$ cat config.mk
export PLATFORM = sky130hd
export DESIGN_NAME = cpu_prefetch
export DESIGN_NICKNAME = d
export VERILOG_FILES = /design/src/rtl/cpu_prefetch.sv
export SDC_FILE = /design/constraint.sdc
export NUM_CORES = 1
export LEC_CHECK = 0
export ABC_CLOCK_PERIOD_IN_PS = 10900
export BUFFER_PORTS_ARGS = -buffer_cell sky130_fd_sc_hd__buf_2
export CAP_MARGIN = 20
export CORE_MARGIN = 4
export CORE_UTILIZATION = 45
export DETAILED_ROUTE_END_ITERATION = 8
export PLACE_DENSITY_LB_ADDON = 0.05
export SLEW_MARGIN = 20
export SYNTH_ARGS = -nofsm -noshare
export SYNTH_HDL_FRONTEND = slang
export SYNTH_SLANG_ARGS = --single-unit
$ cat constraint.sdc
create_clock -name i_clock -period 10.9 [get_ports i_clock]
set_clock_uncertainty 0.05 [all_clocks]
set_input_delay 2.18 -clock i_clock [delete_from_list [all_inputs] [get_ports i_clock]]
set_output_delay 2.18 -clock i_clock [all_outputs]
set_load 0.1 [all_outputs]
$ cat src/rtl/cpu_prefetch.sv
// cpu_prefetch: instruction fetch front end with a small prefetch queue.
//
// Fetches sequential words over a single-outstanding request/ready bus, buffers
// {pc, instruction} pairs in a DEPTH-entry FIFO and hands them to decode through
// a registered valid/busy handshake. Jumps from execute and interrupt dispatch
// flush the queue and restart fetching at the new target.
//
// Ports:
//   i_clock, i_reset               clock, synchronous active-high reset
//   i_decode_busy                  decode cannot accept o_instruction this cycle
//   i_jump, i_jump_pc              redirect pulse and target
//   i_irq_pending, i_irq_pc        interrupt request and vector
//   o_irq_dispatched, o_irq_epc    one-cycle dispatch pulse and return PC
//   o_bus_request, o_bus_address   instruction bus request and word address
//   i_bus_ready, i_bus_rdata       bus completion and fetched word
//   o_valid, o_instruction, o_pc   entry presented to decode
//   o_tag                          counts instructions accepted by decode
module cpu_prefetch #(
  parameter int unsigned DEPTH     = 4,
  parameter logic [31:0] RESET_PC  = 32'h0000_0000,
  parameter int unsigned TAG_WIDTH = 4
) (
  input  logic                 i_clock,
  input  logic                 i_reset,
  input  logic                 i_decode_busy,
  input  logic                 i_jump,
  input  logic [31:0]          i_jump_pc,
  input  logic                 i_irq_pending,
  input  logic [31:0]          i_irq_pc,
  output logic                 o_irq_dispatched,
  output logic [31:0]          o_irq_epc,
  output logic                 o_bus_request,
  input  logic                 i_bus_ready,
  output logic [31:0]          o_bus_address,
  input  logic [31:0]          i_bus_rdata,
  output logic                 o_valid,
  output logic [31:0]          o_instruction,
  output logic [31:0]          o_pc,
  output logic [TAG_WIDTH-1:0] o_tag
);

  localparam int unsigned AW = $clog2(DEPTH);
  localparam int unsigned CW = AW + 1;

  localparam logic [1:0] StIdle    = 2'd0;
  localparam logic [1:0] StReq     = 2'd1;
  localparam logic [1:0] StDiscard = 2'd2;

  localparam logic [31:0] AlignMask = 32'hFFFF_FFFC;
  localparam logic [31:0] ResetPcAligned = RESET_PC & AlignMask;

  logic [1:0]  state_q, state_d;
  logic [31:0] fetch_pc_q, fetch_pc_d;
  logic [31:0] bus_addr_q, bus_addr_d;

  logic [31:0]   pc_mem  [DEPTH];
  logic [31:0]   ins_mem [DEPTH];
  logic [AW-1:0] rd_ptr_q, wr_ptr_q;
  logic [CW-1:0] count_q, count_d;

  logic                 valid_q;
  logic [31:0]          out_pc_q, out_ins_q;
  logic [TAG_WIDTH-1:0] tag_q;
  logic                 irq_q;
  logic [31:0]          epc_q;

  logic        transfer, irq_take, flush, fifo_empty, pop, push, space;
  logic [31:0] flush_pc, epc;

  // Handshake, flush and FIFO control.
  always_comb begin
    transfer   = valid_q && !i_decode_busy;
    // The dispatched pulse blocks a back-to-back retake while the CSR block
    // is still deasserting its request.
    irq_take   = i_irq_pending && !i_jump && !irq_q;
    flush      = i_jump || irq_take;
    flush_pc   = (i_jump ? i_jump_pc : i_irq_pc) & AlignMask;
    fifo_empty = (count_q == '0);
    pop        = !flush && (!valid_q || transfer) && !fifo_empty;
    push       = (state_q == StReq) && i_bus_ready && !flush;

    count_d = count_q;
    if (flush) begin
      count_d = '0;
    end else if (push && !pop) begin
      count_d = count_q + CW'(1);
    end else if (!push && pop) begin
      count_d = count_q - CW'(1);
    end
    // A new request is only launched if its data is guaranteed a FIFO slot.
    space = (count_d < CW'(DEPTH));

    fetch_pc_d = fetch_pc_q;
    if (flush) begin
      fetch_pc_d = flush_pc;
    end else if (push) begin
      fetch_pc_d = fetch_pc_q + 32'd4;
    end

    // Return PC: the oldest instruction that decode has not taken.
    if (valid_q && !transfer) begin
      epc = out_pc_q;
    end else if (!fifo_empty) begin
      epc = pc_mem[rd_ptr_q];
    end else begin
      epc = fetch_pc_q;
    end
  end

  // Bus FSM: one outstanding request; a flushed request must still complete.
  always_comb begin
    state_d    = state_q;
    bus_addr_d = bus_addr_q;
    unique case (state_q)
      StIdle: begin
        if (!flush && space) begin
          state_d    = StReq;
          bus_addr_d = fetch_pc_d;
        end
      end
      StReq: begin
        if (i_bus_ready) begin
          if (!flush && space) begin
            bus_addr_d = fetch_pc_d;
          end else begin
            state_d = StIdle;
          end
        end else if (flush) begin
          state_d = StDiscard;
        end
      end
      StDiscard: begin
        if (i_bus_ready) begin
          state_d = StIdle;
        end
      end
      default: state_d = StIdle;
    endcase
  end

  always_ff @(posedge i_clock) begin
    if (i_reset) begin
      state_q    <= StIdle;
      fetch_pc_q <= ResetPcAligned;
      bus_addr_q <= ResetPcAligned;
      rd_ptr_q   <= '0;
      wr_ptr_q   <= '0;
      count_q    <= '0;
      valid_q    <= 1'b0;
      out_pc_q   <= '0;
      out_ins_q  <= '0;
      tag_q      <= '0;
      irq_q      <= 1'b0;
      epc_q      <= '0;
    end else begin
      state_q    <= state_d;
      fetch_pc_q <= fetch_pc_d;
      bus_addr_q <= bus_addr_d;
      count_q    <= count_d;
      if (flush) begin
        rd_ptr_q <= '0;
        wr_ptr_q <= '0;
      end else begin
        if (push) wr_ptr_q <= wr_ptr_q + AW'(1);
        if (pop)  rd_ptr_q <= rd_ptr_q + AW'(1);
      end

      if (flush) begin
        valid_q <= 1'b0;
      end else if (pop) begin
        valid_q   <= 1'b1;
        out_pc_q  <= pc_mem[rd_ptr_q];
        out_ins_q <= ins_mem[rd_ptr_q];
      end else if (transfer) begin
        valid_q <= 1'b0;
      end

      // A transfer in a flush cycle was still accepted by decode.
      if (transfer) tag_q <= tag_q + TAG_WIDTH'(1);

      irq_q <= irq_take;
      if (irq_take) epc_q <= epc;
    end
  end

  // Storage needs no reset; occupancy is tracked by count_q.
  always_ff @(posedge i_clock) begin
    if (push) begin
      pc_mem[wr_ptr_q]  <= fetch_pc_q;
      ins_mem[wr_ptr_q] <= i_bus_rdata;
    end
  end

  assign o_bus_request    = (state_q != StIdle);
  assign o_bus_address    = bus_addr_q;
  assign o_valid          = valid_q;
  assign o_pc             = out_pc_q;
  assign o_instruction    = out_ins_q;
  assign o_tag            = tag_q;
  assign o_irq_dispatched = irq_q;
  assign o_irq_epc        = epc_q;

endmodule

## Word level (Yosys, flattened, before mapping)

Memory sizes are Yosys's and may differ from the RTL's. A register that Yosys moved wholly into a read port is not among the register bits.
Cells that the tools add are included.

| word-level totals | value |
|---|---|
| word-level logic and storage cells | 82 |
| memories kept | 2 |
| output and inout port bits | 135 |
| bits in writable memories | 256 |
| bits in registers | 143 |

Memories:

| name | words | width | read ports | clocked after memory_dff | write ports | RTL line | source |
|---|---|---|---|---|---|---|---|
| ins_mem | 4 | 32 | 1 | 1 | 1 | 57 | `logic [31:0] ins_mem [DEPTH];` |
| pc_mem | 4 | 32 | 1 | 1 | 1 | 56 | `logic [31:0] pc_mem [DEPTH];` |

| cells by class | value |
|---|---|
| equal/unequal tests | 7 |
| multiplexer cells | 23 |
| $lt $le $gt $ge | 1 |
| add/sub/neg operators | 6 |
| bitwise operators | 1 |
| reductions and logical operators | 31 |

Operators by type and width:

| operator | number |
|---|---|
| two-way mux 32 bit | 7 |
| one-hot mux 32 bit (2 select lines) | 1 |
| adder 32 x 3 -> 32 bit (second input constant) | 1 |
| two-way mux 2 bit | 7 |
| logical AND 1 bit | 11 |
| logical NOT 1 bit | 9 |
| two-way mux 3 bit | 3 |
| != test 2 bit (second input constant) | 3 |
| != test 3 bit (second input constant) | 2 |
| one-hot mux 2 bit (3 select lines) | 1 |
| nonzero test 2 bit | 3 |
| adder 2 x 1 -> 2 bit (second input constant) | 2 |
| adder 4 x 1 -> 4 bit (second input constant) | 1 |
| two-way mux 1 bit | 4 |
| AND reduction 2 bit | 2 |
| AND reduction 4 bit | 1 |
| adder 3 x 1 -> 3 bit (second input constant) | 1 |
| logical NOT 3 bit | 1 |
| < comparator 3 bit (second input constant) | 1 |
| subtractor 3 x 1 -> 3 bit (second input constant) | 1 |
| equality test 2 x 1 -> 1 bit (second input constant) | 1 |
| equality test 2 bit (second input constant) | 1 |
| logical NOT 2 bit | 1 |
| logical OR 1 bit | 2 |
| 2 further kinds | 2 |

## Logic depth before layout (Yosys ltp)

| depth | value |
|---|---|
| word-level depth | 16 |
| mapped depth | 11 |

## Worst setup path after synthesis

OpenSTA, ideal clock, no wires.

| timing | value |
|---|---|
| path type | input -> register |
| from | input i_irq_pending |
| to | memory ins_mem[0][0], enable pin |
| path slack | 5.753 ns |
| data arrival time | 4.668 ns |
| buffers on the path | 2 |
| setup time | 0.429 ns |
| stages | 5 |
| cell sequence | nor2b_1 > nor2_1 > clkbuf_1 > clkbuf_1 > and3_1 |

| on the way | value |
|---|---|
| longest elaborated chain between the ends | 7 |

Ends and longest elaborated chain:

| element | RTL line | source |
|---|---|---|
| start, declared | 28 | `input logic i_irq_pending,` |
| logical AND 1 bit (2 in series) | 75 | `irq_take = i_irq_pending && !i_jump && !irq_q;` |
| logical OR 1 bit | 76 | `flush = i_jump \|\| irq_take;` |
| logical NOT 1 bit | 80 | `push = (state_q == StReq) && i_bus_ready && !flush;` |
| logical AND 1 bit | 80 |  |
| two-way mux 1 bit | 188 | `if (push) begin` |
| two-way mux 1 bit (implied by the code) | 190 | `ins_mem[wr_ptr_q] <= i_bus_rdata;` |
| end, declared | 57 |  |

No other way between the ends.

## Worst setup path in the final report

| timing | value |
|---|---|
| from | input i_jump |
| to | register bus_addr_q[25] (netlist: o_bus_address[25]) |

| on the way | value |
|---|---|
| longest elaborated chain between the ends | 16 |
| elaborated cells between the ends (all ways) | 23 |
| classes of those cells | order compare (1); mux (9); reduce/logical (13) |

Ends and longest elaborated chain:

| element | RTL line | source |
|---|---|---|
| start, declared | 26 | `input logic i_jump,` |
| logical NOT 1 bit | 75 |  |
| logical AND 1 bit (2 in series) | 75 |  |
| logical OR 1 bit | 76 |  |
| logical NOT 1 bit | n/a |  |
| logical AND 1 bit (on tied branches) | 80, 79 |  |
| logical NOT 1 bit / logical AND 1 bit (equally long branches) | 87, 79 |  |
| logical AND 1 bit / logical NOT 1 bit (equally long branches) | 87, 85 |  |
| two-way mux 3 bit / logical AND 1 bit (equally long branches) | 87, 85 |  |
| two-way mux 3 bit | 85 | `end else if (push && !pop) begin` |
| two-way mux 3 bit | 83 | `if (flush) begin` |
| < comparator 3 bit | 91 | `space = (count_d < CW'(DEPTH));` |
| logical AND 1 bit | 116, 123 |  |
| two-way mux 32 bit (*) | 116, 123 |  |
| two-way mux 32 bit | 122 | `if (i_bus_ready) begin` |
| one-hot mux 32 bit (2 select lines) (*) | 114 | `unique case (state_q)` |
| end signal, assigned | 145 | `bus_addr_q <= ResetPcAligned;` |
| end signal, assigned | 158 | `bus_addr_q <= bus_addr_d;` |
| end, declared | 54 | `logic [31:0] bus_addr_q, bus_addr_d;` |

Every way passes the cells marked *; elsewhere a longest branch is shown, timed or not. The select of a mux whose other input is x is not followed.
A chain may end at the register's enable or synchronous reset.

==> qor.csv <==
metric;value;unit
outcome;finished clean;
Placement Rows;71;
ant diodes;0;
Post-synth EDFFs;256;
Placed Instances;1981;
CTS Hold Buffers Added;0;
Max Used Layer;met5;
Final WS setup;6.64;ns
smallest hold slack;0.396;ns
Max Fclk;235;MHz
Slowest Stage Delay on Critical Path;0.67;ns
Slew HR;0.299;
Post-synth top cells;256 x edfxtp_1, 223 x nand2_1, 177 x dfxtp_1;
#FFs+latches synth;433;
post-synthesis sequential area ratio;0.649;
crit end category;register;
Worst path slowest cell;nand3_1;
layout cells sized above 1;0.285;
First-pass DRT Iterations;5;
Post-synth ARST share;0;
Die Y;204;µm
Worst setup SP type;input port;
Root Driver;clkbuf_16;
vias in the first global route;11100;
met2 wire len;20.4;mm
Die Area;41600;µm²
Total Routing Usage GR;0.204;
Slew Viols, Final;0;
post-CTS setup buffer count;0;
global placer's final weighted congestion;0.795;
Port Buf Inserts;232;
pre-CTS WS;6.05;ns
worst path arrival time;4.62;ns
Finished Core Util;0.540;
Cells after Synth;1312;
post-CTS sizing;0;
Avg WL per Cell;21.1;µm
Net count, final;1631;
Clock Sinks;433;
P&R area growth vs syn;17.8;%
Final Cycle Share;0.391;
post-route insts no fill;2068;
critical path cell sequence;buf_2, clkinv_1, nand3_1, nor4_1, xnor2_1, a211oi_1;
minimum clock period;4.26;ns
GRT overflow;0;
Initial Util;0.458;
final WL;43.6;mm
cts bufs inserted;46;
die width;204;µm
peak supply drop;0.0925;mV
metal3 WL;2.21;mm
largest cells by area after synthesis;edfxtp_1 44%, dfxtp_1 20%, mux4_2 8.3%, nand2_1 4.8%, a21oi_1 4.4%;
CTS clock-pin slew for the worst setup and hold paths;0.06;ns
Mapped Area;17300;µm²
synthesized area per cell;13.2;µm²
HP Class;register to register;
TNS Setup;0;ns
Max FO, Critical Path;33;
I/O pins;237;
# DRC;0;
Netlist cell types;54;
CTS tree;yes;
Vias;11300;
Final Hold Fails;0;
main flop type after synthesis;edfxtp_1;
max cap viols;0;
first-pass GRT wire length;66.5;mm
Crit Path Class;input port to register;
via/cell ratio;5.47;
pwr/cell area;173;nW/µm²
Syn Nets;1423;
top-count cell post-synth;edfxtp_1;
Yosys top cell area share;0.444;
Detail Route Antenna Nets;0;
met1 wire length;20.4;mm
initial antenna violation count;1;
H-tree Lvls;2;
Skew-Pair Late Insertion Delay;0.56;ns
yosys warns;0;
largest net degree at the start of global routing;67;
Synth area leader;edfxtp_1;
unrepaired setup endpoints after global routing;false;
leak pwr;7.49;nW
total core area;37800;µm²
Setup-failing EPs final;0;
CTS Buffer Depth;3;
Final HPWL DP;26.4;mm
worst endpoint required time;11.26;ns
Least-Margin Pin Slew;1.05;ns
1st-iter DRT viols;733;
-- per-layer routing --
metal / vias to the layer above / track usage
met5: - / 0
met4: 2 / 0.0366
li1: 5330 / -
met3: 48 / 0.0348
met2: 287 / 0.328
met1: 5636 / 0.300
-- cells in the final DEF (no fill, tap or decap), drive strengths merged, types with 26 or more instances in the layout --
| cell | count |
|---|---|
| mux4 | 64 |
| o211ai | 32 |
| edfxtp | 256 |
| buf | 251 |
| o21ai | 31 |
| nand2 | 223 |
| a21oi | 152 |
| clkbuf | 63 |
| nor2 | 31 |
| a211oi | 26 |
| mux2i | 40 |
| dfxtp | 177 |
-- power breakdown --
group          switching (mW)  leakage (nW)  total (mW)  internal, mW
Combinational           0.196          3.01       0.264        0.0675
Sequential             0.0412          3.77        1.80          1.76
Clock                   0.620         0.712        1.47         0.849
-- path summary, 6_finish.rpt --
check,startpoint,endpoint,slack [ns],depth (start not counted)
max,i_jump,o_bus_address[25],6.64,6
min reg2reg,o_irq_epc[24],o_irq_epc[24],0.40,2
min,o_irq_epc[24],o_irq_epc[24],0.40,2
max reg2reg,count_q[0],o_bus_address[13],7.49,10
-- stage by stage --
step	power (mW)	area, µm²
after global placement	2.10	18900
after CTS	3.57	20300
final	3.53	20400
after global routing	3.66	20400
after floorplan	2.02	17300
after detailed placement	2.10	18900
-- cell families (layout without fill, tap and decap cells) --
kind of cell	after synthesis	after routing	share of synthesized area
DFF	433	433	0.649
and+or+nand+nor	346	346	0.0935
AOI/OAI and AO/OA	264	264	0.0903
muxes	127	127	0.121
buffers and inverters	101	346	0.0230
xor gates and xnor gates	32	32	0.0162
adders and majority gates	9	9	0.00651
-- sequential cells by signal, indices dropped and copies added, names as in the netlist, 2 cells and up, named ones only --
name	cells
o_pc	32
wr_ptr_q	2
rd_ptr_q	2
state_q	2
o_instruction	32
ins_mem	128
o_tag	4
count_q	3
pc_mem	128
o_irq_epc	32
o_bus_address	32
fetch_pc_q	32
-- layout make-up --
type	instances	area, µm²
clock inverters	22	136
flip-flops and latches	433	11200
fillers	3290	17400
clock buffers	63	1290
inverters	10	37.5
well taps	511	639
repair buffers	251	1330
multi-input cells	778	5720
-- worst max-delay path: cells and delay by family --
| family | cells | cell delay, ns |
|---|---|---|
| buffers and inverters | 2 | 1.16 |
| AND/OR/NAND/NOR | 2 | 0.87 |
| XOR/XNOR | 1 | 0.27 |
| AO/OA/AOI/OAI | 1 | 0.12 |
Power figures use the tool's default switching activity.
